## src/rtl/bv_merge_ctrl_if.sv

```systemverilog
// Field-in / result-out bundle for the bit-vector merge stage.
// The slave modport is the merge controller; the master modport is the lookup/action side.
interface bv_merge_ctrl_if #(
  parameter int RULE_NUM  = 64,
  parameter int FIELD_NUM = 5,
  parameter int IDX_W     = 6
);
  logic [FIELD_NUM-1:0]          field_valid;
  logic [FIELD_NUM*RULE_NUM-1:0] field_bv;
  logic                          in_ready;
  logic                          bv_out_valid;
  logic [RULE_NUM-1:0]           bv_out;
  logic                          match_valid;
  logic                          match_hit;
  logic [IDX_W-1:0]              match_idx;
  logic                          out_ready;
  logic                          dup_err;

  modport slave (
    input  field_valid, field_bv, out_ready,
    output in_ready, bv_out_valid, bv_out, match_valid, match_hit, match_idx, dup_err
  );

  modport master (
    output field_valid, field_bv, out_ready,
    input  in_ready, bv_out_valid, bv_out, match_valid, match_hit, match_idx, dup_err
  );
endinterface

```

## src/rtl/bv_merge_ctrl.sv

```systemverilog
// Bit-vector merge: ANDs per-field rule vectors as they arrive out of order, then
// scans the merged vector CHUNK bits per cycle for the lowest set rule index.
module bv_merge_ctrl #(
  parameter int RULE_NUM  = 64,
  parameter int FIELD_NUM = 5,
  parameter int CHUNK     = 16,
  parameter int IDX_W     = 6
) (
  input  logic           clk,
  input  logic           reset,
  bv_merge_ctrl_if.slave bus
);
  localparam int NCH = RULE_NUM / CHUNK;
  localparam int CW  = (NCH > 1) ? $clog2(NCH) : 1;
  localparam int LW  = (CHUNK > 1) ? $clog2(CHUNK) : 1;

  typedef enum logic [1:0] {IDLE, COLLECT, SEARCH, HOLD} state_e;

  state_e                r_state;
  logic [RULE_NUM-1:0]   r_acc;
  logic [FIELD_NUM-1:0]  r_mask;
  logic [CW-1:0]         r_chunk;
  logic                  r_vld;
  logic                  r_hit;
  logic [IDX_W-1:0]      r_idx;
  logic                  r_dup;

  logic                                 w_accept;
  logic [FIELD_NUM-1:0]                 w_new;
  logic [FIELD_NUM-1:0]                 w_mask_nxt;
  logic                                 w_dup_hit;
  logic [FIELD_NUM-1:0][RULE_NUM-1:0]   w_slice;
  logic [RULE_NUM-1:0]                  w_acc_nxt;
  logic [CHUNK-1:0]                     w_chunk;
  logic                                 w_any;
  logic [LW-1:0]                        w_lsb;
  logic [IDX_W-1:0]                     w_found_idx;

  assign w_accept   = (r_state == IDLE) || (r_state == COLLECT);
  assign w_new      = w_accept ? (bus.field_valid & ~r_mask) : '0;
  assign w_dup_hit  = w_accept && (|(bus.field_valid & r_mask));
  assign w_mask_nxt = r_mask | w_new;

  // Fields not newly arriving contribute all-ones so they drop out of the AND.
  for (genvar g = 0; g < FIELD_NUM; g++) begin : g_slice
    assign w_slice[g] = w_new[g] ? bus.field_bv[g*RULE_NUM +: RULE_NUM] : '1;
  end

  always_comb begin
    w_acc_nxt = r_acc;
    for (int i = 0; i < FIELD_NUM; i++) w_acc_nxt = w_acc_nxt & w_slice[i];
  end

  assign w_chunk = r_acc[r_chunk*CHUNK +: CHUNK];
  assign w_any   = |w_chunk;

  // Scan high to low so the lowest set bit wins.
  always_comb begin
    w_lsb = '0;
    for (int j = CHUNK-1; j >= 0; j--) begin
      if (w_chunk[j]) w_lsb = LW'(j);
    end
  end

  assign w_found_idx = IDX_W'(int'(r_chunk) * CHUNK) + IDX_W'(w_lsb);

  always_ff @(posedge clk or negedge reset) begin
    if (!reset) begin
      r_state <= IDLE;
      r_acc   <= '1;
      r_mask  <= '0;
      r_chunk <= '0;
      r_vld   <= 1'b0;
      r_hit   <= 1'b0;
      r_idx   <= '0;
      r_dup   <= 1'b0;
    end else begin
      case (r_state)
        IDLE, COLLECT: begin
          if (w_dup_hit) r_dup <= 1'b1;
          if (|w_new) begin
            r_acc  <= w_acc_nxt;
            r_mask <= w_mask_nxt;
            if (&w_mask_nxt) begin
              r_state <= SEARCH;
              r_chunk <= '0;
            end else begin
              r_state <= COLLECT;
            end
          end
        end
        SEARCH: begin
          if (w_any) begin
            r_idx   <= w_found_idx;
            r_hit   <= 1'b1;
            r_vld   <= 1'b1;
            r_state <= HOLD;
          end else if (r_chunk == CW'(NCH-1)) begin
            r_idx   <= '0;
            r_hit   <= 1'b0;
            r_vld   <= 1'b1;
            r_state <= HOLD;
          end else begin
            r_chunk <= r_chunk + 1'b1;
          end
        end
        HOLD: begin
          if (bus.out_ready) begin
            r_vld   <= 1'b0;
            r_acc   <= '1;
            r_mask  <= '0;
            r_chunk <= '0;
            r_state <= IDLE;
          end
        end
        default: r_state <= IDLE;
      endcase
    end
  end

  // Accumulator idles at all ones, so the visible vector is gated by valid.
  assign bus.in_ready     = w_accept;
  assign bus.bv_out_valid = r_vld;
  assign bus.match_valid  = r_vld;
  assign bus.bv_out       = r_vld ? r_acc : '0;
  assign bus.match_hit    = r_hit;
  assign bus.match_idx    = r_idx;
  assign bus.dup_err      = r_dup;
endmodule

```

## src/flat_wrapper.sv

```systemverilog
// flat-port wrapper written by rule: the top's interface ports become plain ports
module bv_merge_ctrl_flat 
#(
  parameter int RULE_NUM  = 64,
  parameter int FIELD_NUM = 5,
  parameter int CHUNK     = 16,
  parameter int IDX_W     = 6
)
  (clk, reset, bus_field_valid, bus_field_bv, bus_out_ready, bus_in_ready, bus_bv_out_valid, bus_bv_out, bus_match_valid, bus_match_hit, bus_match_idx, bus_dup_err);
  bv_merge_ctrl_if #(.RULE_NUM(RULE_NUM), .FIELD_NUM(FIELD_NUM), .IDX_W(IDX_W)) bus_i ();
  input  logic clk;
  input  logic reset;
  input wire logic [$bits(bus_i.field_valid)-1:0] bus_field_valid;
  input wire logic [$bits(bus_i.field_bv)-1:0] bus_field_bv;
  input wire logic [$bits(bus_i.out_ready)-1:0] bus_out_ready;
  output wire logic [$bits(bus_i.in_ready)-1:0] bus_in_ready;
  output wire logic [$bits(bus_i.bv_out_valid)-1:0] bus_bv_out_valid;
  output wire logic [$bits(bus_i.bv_out)-1:0] bus_bv_out;
  output wire logic [$bits(bus_i.match_valid)-1:0] bus_match_valid;
  output wire logic [$bits(bus_i.match_hit)-1:0] bus_match_hit;
  output wire logic [$bits(bus_i.match_idx)-1:0] bus_match_idx;
  output wire logic [$bits(bus_i.dup_err)-1:0] bus_dup_err;
  assign bus_i.field_valid = bus_field_valid;
  assign bus_i.field_bv = bus_field_bv;
  assign bus_i.out_ready = bus_out_ready;
  assign bus_in_ready = bus_i.in_ready;
  assign bus_bv_out_valid = bus_i.bv_out_valid;
  assign bus_bv_out = bus_i.bv_out;
  assign bus_match_valid = bus_i.match_valid;
  assign bus_match_hit = bus_i.match_hit;
  assign bus_match_idx = bus_i.match_idx;
  assign bus_dup_err = bus_i.dup_err;
  bv_merge_ctrl #(.RULE_NUM(RULE_NUM), .FIELD_NUM(FIELD_NUM), .CHUNK(CHUNK), .IDX_W(IDX_W)) u_core (.clk(clk), .reset(reset), .bus(bus_i));
endmodule
```

## config.mk

```make
export PLATFORM = sky130hd
export DESIGN_NAME = bv_merge_ctrl_flat
export DESIGN_NICKNAME = d
export VERILOG_FILES = /design/src/rtl/bv_merge_ctrl_if.sv /design/src/rtl/bv_merge_ctrl.sv /design/src/flat_wrapper.sv
export SDC_FILE = /design/constraint.sdc
export NUM_CORES = 1
export LEC_CHECK = 0
export BUFFER_PORTS_ARGS = -buffer_cell sky130_fd_sc_hd__buf_2
export CAP_MARGIN = 0
export CORE_AREA = 2 2 156 158
export CTS_CLUSTER_DIAMETER = 60
export DETAILED_ROUTE_END_ITERATION = 10
export DIE_AREA = 0 0 158 160
export PLACE_DENSITY = 0.5
export SYNTH_ARGS = -nofsm -noshare
export SYNTH_HDL_FRONTEND = slang
export SYNTH_SLANG_ARGS = --single-unit
```

## constraint.sdc

```tcl
create_clock -name clk -period 5.17 [get_ports clk]
set_clock_uncertainty 0.1 [all_clocks]
set_input_delay 0.517 -clock clk [delete_from_list [all_inputs] [get_ports clk]]
set_output_delay 0.517 -clock clk [all_outputs]
set_load 0.005 [all_outputs]
```

==> load_flow_metrics.sql, run 1 <==
INSERT INTO impl_metrics (metric_group, metric, value, unit) VALUES
('clock_network', 'post_cts_resize_count', '0', ''),
('floorplanning', 'die_area', '25280', 'um^2'),
('pwr', 'netSwitchingPower', '0.001801', 'W'),
('clock_network', 'cts_root_buffer', 'clkbuf_16', ''),
('pwr', 'p_seq_frac', '0.368', ''),
('setup_path', 'cell_family_contributing_the_most_delay_on_the_critical_path', 'flip-flops', ''),
('clock_network', 'worst_setup_hold_path_clk_slew', '60', 'ps'),
('sta', 'grt_setup_unrepaired', 'false', ''),
('placement', 'detailedPlacementHpwl', '21.10', 'mm'),
('global_routing', 'number_of_global_route_vias_before_repair', '6414', ''),
('synthesis', 'synthesis.yosys.warnings', '0', ''),
('pwr', 'worst_ir_drop_vdd', '0.0001498', 'V'),
('clock_network', 'hold_buffers', '0', ''),
('clock_network', 'cts_max_path_buffers', '2', ''),
('synthesis', 'post_synth_inst_count', '570', ''),
('synthesis', 'synth_enable_flop_cells', '0', ''),
('synthesis', 'netlist.top_cell.by_area', 'dfstp_2', ''),
('synthesis', 'postSynthNetCount', '899', ''),
('sta', 'max_slew.worst_pin.slew', '1009', 'ps'),
('synthesis', 'netlist_top_cells_area', 'dfstp_2 31%, o22ai_1 15%, o31ai_1 9.1%, dfrtp_1 8.4%, and2_1 7.5%', ''),
('placement', 'dpl_worst_slack', '1893', 'ps'),
('clock_network', 'postcts_setup_bufs', '0', ''),
('sta', 'finalMaxSlewViolations', '0', ''),
('setup_path', 'r2r_start', 'u_core.r_chunk[0]', ''),
('hold_path', 'min-delay-path-class', 'primary input to async pin', ''),
('pwr', 'switching_share', '0.4251', ''),
('setup_path', 'timing.critical_path.fanout_max', '20', ''),
('floorplanning', 'io_pins', '403', ''),
('synthesis', 'mappedNetlistArea', '5341', 'um^2'),
('route', 'vias', '6267', ''),
('run', 'cap_violations', '0', ''),
('pwr', 'power.leakage', '3.616', 'nW'),
('placement', 'numPortBuffers', '402', ''),
('pwr', 'total_power', '0.004237', 'W'),
('route', 'wirelength_met1', '11.33', 'mm'),
('synthesis', 'synth_top_area_frac', '0.3148', ''),
('global_routing', 'grt_use_total', '0.2099', ''),
('setup_path', 'r2r_end', 'u_core.r_chunk[0]', ''),
('route', 'drtAntennaViolNets', '0', ''),
('setup_path', 'reg2reg_setup_slack', '1910', 'ps'),
('floorplanning', 'die-width', '158', 'um'),
('setup_path', 'timing.critical_path.arrival', '3390', 'ps'),
('synthesis', 'synth-seq-area-share', '0.3992', ''),
('setup_path', 'setup.worst_path.start_class', 'flop', ''),
('global_routing', 'grt_first_pass_wirelength', '39.31', 'mm'),
('route', 'routed-wl-met2', '13.65', 'mm'),
('sta', 'worst_slack', '1914', 'ps'),
('setup_path', 'critical_path_buf_inv_count', '0', ''),
('sta', 'finalWorstPathRequiredPeriod', '3256', 'ps'),
('global_routing', 'pin_count_of_the_biggest_net_entering_global_routing', '46', ''),
('clock_network', 'tritoncts', 'built', ''),
('floorplanning', 'core_area', '23820', 'um^2'),
('synthesis', 'syn_area_per_cell', '9.371', 'um^2'),
('floorplanning', 'fp-row-count', '57', ''),
('sta', 'finalCritPeriodShare', '0.6297', ''),
('clock_network', 'clock_insertion_delay_at_the_later_pin_of_the_skew_report', '350', 'ps'),
('synthesis', 'synthFlopType', 'dfstp_2', ''),
('setup_path', 'timing.critical_path.slowest_cell_delay', '1000', 'ps'),
('pwr', 'share_comb_of_total_power', '0.482', ''),
('sta', 'slew_headroom', '0.3276', ''),
('outcome', 'status', 'finished clean', ''),
('route', 'routed_wl', '26.67', 'mm'),
('floorplanning', 'initial_utilization', '0.2242', ''),
('cells_and_area', 'syn2layout_area_growth', '48.16', '%'),
('setup_path', 'path_class', 'flop to flop', ''),
('cells_and_area', 'diodes', '0', ''),
('route', 'top_layer_in_use', 'met4', ''),
('global_routing', 'antenna_found_initial', '0', ''),
('cells_and_area', 'final_net_count', '1266', ''),
('route', 'avgViaCountPerCell', '4.950', ''),
('clock_network', 'inserted_clock_buffers', '9', '');
## layout make-up
class                   instances  area, um^2
multi-input cells             424        2972
fillers                      2590       15910
repair buffers                410        2074
well taps                     324       405.4
flip-flops and latches         82        2133
clock inverters                 3       21.27
inverters                      10       37.54
clock buffers                  13       270.3
## worst register-to-register path, delay by kind of cell (launching register included)
kind	cells	cell delay (ps)
AO/OA/AOI/OAI	2	620
flip-flops	1	1000
multiplexers	1	740
AND/OR/NAND/NOR	3	690
## power groups by stage
stage / sequential, W / combinational, W / clock [W]
floorplan: 0.00125 / 0.00131 / 0
global placement: 0.00161 / 0.00206 / 0
detailed placement: 0.00160 / 0.00206 / 0
CTS: 0.00159 / 0.00207 / 0.000664
global route: 0.00163 / 0.00228 / 0.000692
finish: 0.00156 / 0.00204 / 0.000633
## cell families (layout without fill, tap and decap cells)
logic type	count (synthesis)	count (layout)	synth area share
simple gates	117	117	0.1277
fa+ha+maj	1	1	0.002342
compound gates	290	290	0.3476
mux	16	16	0.07308
flops	82	82	0.3992
buf+inv	64	436	0.05013
## per-layer routing
metal  global-route usage  vias up
li1                     -     3001
met1               0.2653     2982
met2               0.3708      269
met3              0.03582       15
met4              0.04914        0
met5                    0        -
## layout by cell type, fill, tap and decap left out, types with 2 or more instances in the layout
master / synthesis / final
o31ai_1: 65 / 65
a21boi_0: 4 / 4
nor3_1: 2 / 2
a22o_2: 3 / 3
clkbuf_8: 0 / 3
mux4_2: 8 / 8
nand3_2: 0 / 6
dfstp_2: 64 / 64
o21ai_0: 70 / 70
or2_2: 2 / 2
dfrtp_1: 18 / 17
and2_1: 64 / 64
nand2_1: 15 / 15
inv_1: 9 / 9
nor2_1: 15 / 15
buf_2: 0 / 401
o22ai_1: 129 / 129
buf_4: 1 / 9
nor4_2: 2 / 2
clkbuf_16: 0 / 9
a222oi_1: 2 / 2
nand2_2: 2 / 2
a21oi_1: 6 / 6
nand3_1: 8 / 2
mux4_1: 8 / 8
## how the worst max path moves through the flow
stage	startpoint	end	slack, ps	cells past startpoint
finish	u_core.r_chunk[0]	u_core.r_chunk[0]	1910	6
CTS	u_core.r_chunk[0]	u_core.r_chunk[0]	1880	6
global route	u_core.r_chunk[0]	u_core.r_chunk[0]	1680	6
detailed placement	u_core.r_chunk[0]	u_core.r_chunk[0]	1890	6
global placement	u_core.r_chunk[0]	u_core.r_chunk[0]	2000	6
floorplan	u_core.r_chunk[1]	u_core.r_chunk[0]	2540	8
## sequential cells by signal, indices dropped and copies added (netlist names)
| register | count |
|---|---|
| u_core.bus.match_hit | 1 |
| u_core.r_chunk | 2 |
| u_core.bus.match_idx | 6 |
| u_core.r_acc | 64 |
| u_core.bus.dup_err | 1 |
| u_core.r_state | 2 |
| u_core.bus.bv_out_valid | 1 |
| u_core.r_mask | 5 |
## stage by stage
step / instance area (um^2) / util
after floorplan: 5341 / -
after global placement: 7622 / 0.3200
after CTS: 7914 / 0.3322
after detailed placement: 7622 / 0.3200
final: 7914 / 0.3322
after global routing: 7914 / 0.3322
Note: power is estimated with default switching activity, not from simulation.
==> inputs of run 2 (changes only) <==
--- a/config.mk
+++ b/config.mk
@@ -7,10 +7,10 @@
 export LEC_CHECK = 0
 export BUFFER_PORTS_ARGS = -buffer_cell sky130_fd_sc_hd__buf_2
 export CAP_MARGIN = 0
-export CORE_AREA = 2 2 156 158
+export CORE_AREA = 2 2 157 159
 export CTS_CLUSTER_DIAMETER = 60
 export DETAILED_ROUTE_END_ITERATION = 10
-export DIE_AREA = 0 0 158 160
+export DIE_AREA = 0 0 159 161
 export PLACE_DENSITY = 0.5
 export SYNTH_ARGS = -nofsm -noshare
 export SYNTH_HDL_FRONTEND = slang
==> constraint.sdc (replaced) <==
create_clock -name clk -period 3.05 [get_ports clk]
set_clock_uncertainty 0.1 [all_clocks]
set_input_delay 0.305 -clock clk [delete_from_list [all_inputs] [get_ports clk]]
set_output_delay 0.305 -clock clk [all_outputs]
set_load 0.005 [all_outputs]
==> run 2 against run 1 <==
The flow now finishes with violations (hold timing). Final cell count up 0.79%. Power up 71%. Wire length rose by 0.73%. Register-to-register slack worse by 1500 ps. Die area grew 1.3%. Setup slack lost 1500 ps. Clock power grew 77%. Largest power group unchanged.
==> load_flow_metrics.sql, run 2 (synthesis results as in run 1) <==
INSERT INTO impl_metrics (metric_group, metric, value, unit) VALUES
('outcome', 'status', 'finished with violations', ''),
('outcome', 'failing_checks', 'hold timing', ''),
('floorplanning', 'core_area', '23960', 'um^2'),
('global_routing', 'globalRoute.totalOverflow', '0', ''),
('setup_path', 'cell_family_contributing_the_most_delay_on_the_critical_path', 'multiplexers', ''),
('global_routing', 'antenna_found_initial', '1', ''),
('placement', 'dpl_worst_slack', '446.1', 'ps'),
('sta', 'finalCritPeriodShare', '0.8521', ''),
('global_routing', 'grt_first_pass_wirelength', '39.99', 'mm'),
('floorplanning', 'die-width', '159', 'um'),
('global_routing', 'pin_count_of_the_biggest_net_entering_global_routing', '69', ''),
('cells_and_area', 'finish.instance_area', '8013', 'um^2'),
('clock_network', 'ctsHtreeMaxLevel', '3', ''),
('pwr', 'worst_ir_drop_vdd', '0.0003074', 'V'),
('clock_network', 'post_cts_resize_count', '0', ''),
('sta', 'max_slew.worst_pin.slew', '896.1', 'ps'),
('clock_network', 'clock_insertion_delay_at_the_later_pin_of_the_skew_report', '340', 'ps'),
('sta', 'slew_headroom', '0.4026', ''),
('floorplanning', 'initial_utilization', '0.2229', ''),
('hold_path', 'min-delay-path-class', 'primary input to async pin', ''),
('setup_path', 'critPathRequiredTime', '3180', 'ps'),
('clock_network', 'tritoncts', 'built', ''),
('run', 'cap_violations', '0', ''),
('route', 'routed_wl', '26.86', 'mm'),
('clock_network', 'postcts_setup_bufs', '0', ''),
('route', 'drtAntennaViolNets', '0', ''),
('floorplanning', 'fp-row-count', '57', ''),
('sta', 'setup_total_negative_slack', '0', 'ps'),
('route', 'detailedRoute.firstPassIterationCount', '4', ''),
('clock_network', 'cts_root_buffer', 'clkbuf_16', ''),
('global_routing', 'grt_use_total', '0.2061', ''),
('pwr', 'power.leakage', '3.663', 'nW'),
('placement', 'numPortBuffers', '402', ''),
('cells_and_area', 'syn2layout_area_growth', '50.01', '%'),
('cells_and_area', 'commonest_non_fill_non_tap_cell_in_the_layout', 'buf_2', ''),
('setup_path', 'path_class', 'flop to flop', ''),
('setup_path', 'timing.critical_path.arrival', '2730', 'ps'),
('route', 'vias', '6316', ''),
('setup_path', 'r2r_start', 'u_core.r_chunk[0]', ''),
('cells_and_area', 'final_net_count', '1275', ''),
('sta', 'finalWorstPathRequiredPeriod', '2599', 'ps'),
('setup_path', 'cp_slowest_cell', 'mux4_1', ''),
('setup_path', 'timing.critical_path.fanout_max', '20', ''),
('setup_path', 'worst-r2r-cell-count', '7', ''),
('sta', 'fmaxAchievable', '384.8', 'MHz'),
('sta', 'finalHoldViolations', '3', ''),
('route', 'avgViaCountPerCell', '4.950', ''),
('cells_and_area', 'max_reg_flops', '64', ''),
('floorplanning', 'io_pins', '403', ''),
('sta', 'finalMaxSlewViolations', '0', ''),
('clock_network', 'hold_buffers', '0', ''),
('clock_network', 'cts_max_path_buffers', '2', ''),
('global_routing', 'number_of_global_route_vias_before_repair', '6663', ''),
('route', 'drt_iter0_drc', '360', ''),
('setup_path', 'critical_path_buf_inv_count', '1', ''),
('setup_path', 'r2r_end', 'u_core.r_chunk[0]', ''),
('clock_network', 'worst_setup_hold_path_clk_slew', '60', 'ps'),
('pwr', 'p_per_area', '901.9', 'nW/um^2'),
('setup_path', 'timing.critical_path.slowest_cell_delay', '660', 'ps'),
('clock_network', 'cts_sinks', '82', ''),
('sta', 'setup_violations', '0', ''),
('setup_path', 'critical_path.cell_chain', 'buf_4, mux4_1, nor4_2, nand3b_2, o31ai_4, nand2_2, a22o_1', ''),
('cells_and_area', 'mostFrequentLayoutCells', '401 x buf_2, 129 x o22ai_1, 70 x o21ai_0', ''),
('cells_and_area', 'fillers', '2576', ''),
('clock_network', 'inserted_clock_buffers', '9', ''),
('floorplanning', 'die_h', '161', 'um'),
('placement', 'detailedPlacementHpwl', '21.50', 'mm'),
('cells_and_area', 'utilization', '0.3344', ''),
('cells_and_area', 'fraction_of_layout_instances_using_a_drive_strength_above_1', '0.5516', ''),
('setup_path', 'end_kind', 'flop', ''),
('sta', 'final.hold.worst_slack', '-10.52', 'ps'),
('route', 'remaining_drc_errors', '0', ''),
('placement', 'dpl_cell_area', '7710', 'um^2'),
('setup_path', 'setup.worst_path.start_class', 'flop', ''),
('cells_and_area', 'top_register', 'u_core.r_acc', ''),
('sta', 'worst_slack', '451.2', 'ps'),
('route', 'wl_per_cell', '21.05', 'um'),
('setup_path', 'reg2reg_setup_slack', '450', 'ps'),
('placement', 'routabilityCongestion', '0.8407', ''),
('floorplanning', 'die_area', '25600', 'um^2'),
('sta', 'grt_setup_unrepaired', 'false', '');
-- run 2: cell count changes in the layout (fill, tap and decap cells not counted), sizes merged --
| cell | before | now |
|---|---|---|
| bufinv | 0 | 1 |
| buf | 410 | 419 |
| inv | 10 | 9 |
| clkinv | 2 | 1 |
| diode | 0 | 2 |
-- run 2: where the power goes --
part | internal, W | leakage (nW) | switching, W
Combinational | 0.00162 | 2.63 | 0.00187
Sequential | 0.00193 | 0.890 | 0.000677
Clock | 0.000676 | 0.142 | 0.000447
-- run 2: how the worst max path moves through the flow --
stage	startpoint	to	slack, ps	depth (start not counted)
global placement	u_core.r_chunk[0]	u_core.r_chunk[0]	470	7
CTS	u_core.r_chunk[0]	u_core.r_chunk[0]	440	7
floorplan	u_core.r_chunk[1]	u_core.r_chunk[0]	420	8
finish	u_core.r_chunk[0]	u_core.r_chunk[0]	450	7
detailed placement	u_core.r_chunk[0]	u_core.r_chunk[0]	450	7
global route	u_core.r_chunk[0]	u_core.bus.match_idx[0]	290	8
-- run 2: area by class of cell --
type                    instances  area, um^2  share of cell area
diodes                          2       5.005           0.0006246
clock inverters                 2       37.54            0.004685
multi-input cells             424        2979              0.3718
clock buffers                  13       260.3             0.03248
repair buffers                419        2155              0.2689
flip-flops and latches         82        2133              0.2662
inverters                      10       37.54            0.004685
well taps                     324       405.4             0.05059
-- run 2: layer usage --
layer	wire length (um)	global-route usage	part of all wire	vias up
li1	-	-	-	3020
met3	1461	0.03287	0.054	24
met4	438	0.05413	0.016	0
met5	0	0	0	-
met2	13650	0.3725	0.51	252
met1	11310	0.2559	0.42	3020
-- run 2: stage by stage --
| stage | total power [W] | cells |
|---|---|---|
| finish | 0.007227 | 1276 |
| global route | 0.007798 | 1274 |
| CTS | 0.007375 | 1274 |
| detailed placement | 0.006197 | 1259 |
| global placement | 0.006210 | 1259 |
| floorplan | 0.004344 | 570 |
-- run 2: worst reg2reg max path, cell delays in order, from the launching register on --
cell and delay [ps]:
dfrtp_1 320, buf_4 300, mux4_1 660, nor4_2 390
nand3b_2 190, o31ai_4 220, nand2_2 80, a22o_1 230
==> inputs of run 3 (changes only) <==
--- a/config.mk
+++ b/config.mk
@@ -12,6 +12,7 @@
 export DETAILED_ROUTE_END_ITERATION = 10
 export DIE_AREA = 0 0 159 161
 export PLACE_DENSITY = 0.5
+export RECOVER_POWER = 25
 export SYNTH_ARGS = -nofsm -noshare
 export SYNTH_HDL_FRONTEND = slang
 export SYNTH_SLANG_ARGS = --single-unit
==> run 3 against run 2 <==
The run ends with capacitance limit, slew limit left. Power about the same. Critical endpoint unchanged. Critical path depth unchanged. Utilization about the same. Register-to-register slack about the same. Non-clock buffer count unchanged. Design area about the same. Wire length about the same. Worst hold slack better by 160 ps. Sequential cell count unchanged.
==> load_flow_metrics.sql, run 3 (synthesis results as in run 1) <==
INSERT INTO impl_metrics (metric_group, metric, value, unit) VALUES
('route', 'avgViaCountPerCell', '4.952', ''),
('clock_network', 'inserted_clock_buffers', '9', ''),
('route', 'wl_per_cell', '21.06', 'um'),
('pwr', 'worst_ir_drop_vdd', '0.0003072', 'V'),
('placement', 'detailedPlacementHpwl', '21.50', 'mm'),
('cells_and_area', 'top_register', 'u_core.r_acc', ''),
('floorplanning', 'die_h', '161', 'um'),
('setup_path', 'timing.critical_path.arrival', '2730', 'ps'),
('cells_and_area', 'syn2layout_area_growth', '49.96', '%'),
('clock_network', 'tritoncts', 'built', ''),
('pwr', 'p_per_area', '902.2', 'nW/um^2'),
('clock_network', 'clock_insertion_delay_at_the_later_pin_of_the_skew_report', '340', 'ps'),
('floorplanning', 'io_pins', '403', ''),
('sta', 'max_slew.worst_pin.slew', '1760', 'ps'),
('route', 'vias', '6319', ''),
('setup_path', 'end_kind', 'flop', ''),
('sta', 'grt_setup_unrepaired', 'false', ''),
('sta', 'finalMaxSlewViolations', '69', ''),
('pwr', 'power.leakage', '3.663', 'nW'),
('sta', 'finalWorstPathRequiredPeriod', '2600', 'ps'),
('global_routing', 'pin_count_of_the_biggest_net_entering_global_routing', '69', ''),
('cells_and_area', 'fraction_of_layout_instances_using_a_drive_strength_above_1', '0.5516', ''),
('clock_network', 'cts_sinks', '82', ''),
('outcome', 'failing_checks', 'capacitance limit, slew limit', ''),
('sta', 'fmaxAchievable', '384.7', 'MHz'),
('cells_and_area', 'commonest_non_fill_non_tap_cell_in_the_layout', 'buf_2', ''),
('outcome', 'status', 'finished with violations', ''),
('setup_path', 'setup.worst_path.start_class', 'flop', ''),
('setup_path', 'critPathRequiredTime', '3180', 'ps'),
('route', 'remaining_drc_errors', '0', ''),
('setup_path', 'path_class', 'flop to flop', ''),
('placement', 'numPortBuffers', '402', ''),
('cells_and_area', 'finish.instance_area', '8010', 'um^2'),
('setup_path', 'timing.critical_path.fanout_max', '20', ''),
('floorplanning', 'initial_utilization', '0.2229', ''),
('clock_network', 'cts_max_path_buffers', '2', ''),
('floorplanning', 'die-width', '159', 'um'),
('route', 'drtAntennaViolNets', '0', ''),
('clock_network', 'postcts_setup_bufs', '0', ''),
('placement', 'dpl_cell_area', '7710', 'um^2'),
('global_routing', 'globalRoute.totalOverflow', '0', ''),
('sta', 'setup_violations', '0', ''),
('cells_and_area', 'utilization', '0.3343', ''),
('clock_network', 'cts_root_buffer', 'clkbuf_16', ''),
('route', 'routed_wl', '26.87', 'mm'),
('floorplanning', 'die_area', '25600', 'um^2'),
('sta', 'finalHoldViolations', '0', ''),
('hold_path', 'min-delay-path-class', 'primary input to flop', ''),
('cells_and_area', 'max_reg_flops', '64', ''),
('floorplanning', 'core_area', '23960', 'um^2'),
('cells_and_area', 'mostFrequentLayoutCells', '401 x buf_2, 129 x o22ai_1, 70 x o21ai_0', ''),
('global_routing', 'antenna_found_initial', '1', ''),
('clock_network', 'post_cts_resize_count', '0', ''),
('clock_network', 'worst_setup_hold_path_clk_slew', '60', 'ps'),
('sta', 'finalCritPeriodShare', '0.8523', ''),
('clock_network', 'hold_buffers', '0', ''),
('sta', 'setup_total_negative_slack', '0', 'ps'),
('route', 'drt_iter0_drc', '360', ''),
('sta', 'slew_headroom', '-0.1735', ''),
('global_routing', 'number_of_global_route_vias_before_repair', '6663', ''),
('global_routing', 'grt_first_pass_wirelength', '39.99', 'mm'),
('run', 'cap_violations', '1', ''),
('floorplanning', 'fp-row-count', '57', ''),
('route', 'detailedRoute.firstPassIterationCount', '4', ''),
('placement', 'routabilityCongestion', '0.8407', ''),
('cells_and_area', 'final_net_count', '1275', ''),
('clock_network', 'ctsHtreeMaxLevel', '3', ''),
('global_routing', 'grt_use_total', '0.2061', ''),
('cells_and_area', 'fillers', '2577', '');
-- run 3: critical path: stages (launching register included) --
cell	delay [ps]
dfrtp_1	320
buf_4	300
mux4_1	660
nor4_2	390
nand3b_2	190
o31ai_4	220
nand2_2	80
a22o_1	230
-- run 3: path summary, 6_finish.rpt --
path / startpoint / endpoint / slack, ps / cells past startpoint
max: u_core.r_chunk[0] / u_core.r_chunk[0] / 450 / 7
min: bus_field_bv[52] / u_core.r_acc[52] / 150 / 3
max reg2reg: u_core.r_chunk[0] / u_core.r_chunk[0] / 450 / 7
min reg2reg: u_core.bus.dup_err / u_core.bus.dup_err / 360 / 1
max in group asynchronous: reset / u_core.bus.bv_out_valid / 1360 / 1
min in group asynchronous: reset / u_core.r_mask[3] / 330 / 1
-- run 3: stage by stage --
stage               std cells  hold WS, ps  worst slack [ps]  power [W]
CTS                      1274        14.50             439.2   0.007375
detailed placement       1259        357.4             446.1   0.006197
finish                   1276        147.6             450.4   0.007227
global placement         1259        351.0             472.6   0.006210
global route             1274        139.2             288.1   0.007798
floorplan                 570       -90.59             417.3   0.004344
-- run 3: layer usage --
layer  part of all wire  wire length [um]  vias up  GRT usage
met3              0.054              1449       24    0.03287
met4              0.016               438        0    0.05413
met2               0.51             13650      252     0.3725
li1                   -                 -     3021          -
met1               0.42             11330     3022     0.2559
met5                  0                 0        -          0
-- run 3: where the power goes --
group	switching, W	total, W	leakage, nW	internal [W]
combinational	0.00187	0.00349	2.63	0.00162
clock	0.000447	0.00112	0.142	0.000676
sequential	0.000678	0.00261	0.890	0.00193
total	0.00300	0.00723	3.66	0.00423
-- run 3: layout make-up --
cell class | count | area [um^2] | area share
multi-input combinational | 424 | 2979 | 0.3719
timing repair buffer | 419 | 2152 | 0.2687
sequential | 82 | 2133 | 0.2663
tap | 324 | 405.4 | 0.05061
clock buffer | 13 | 260.3 | 0.03249
clock inverter | 2 | 37.54 | 0.004686
inverter | 10 | 37.54 | 0.004686
antenna | 2 | 5.005 | 0.0006248
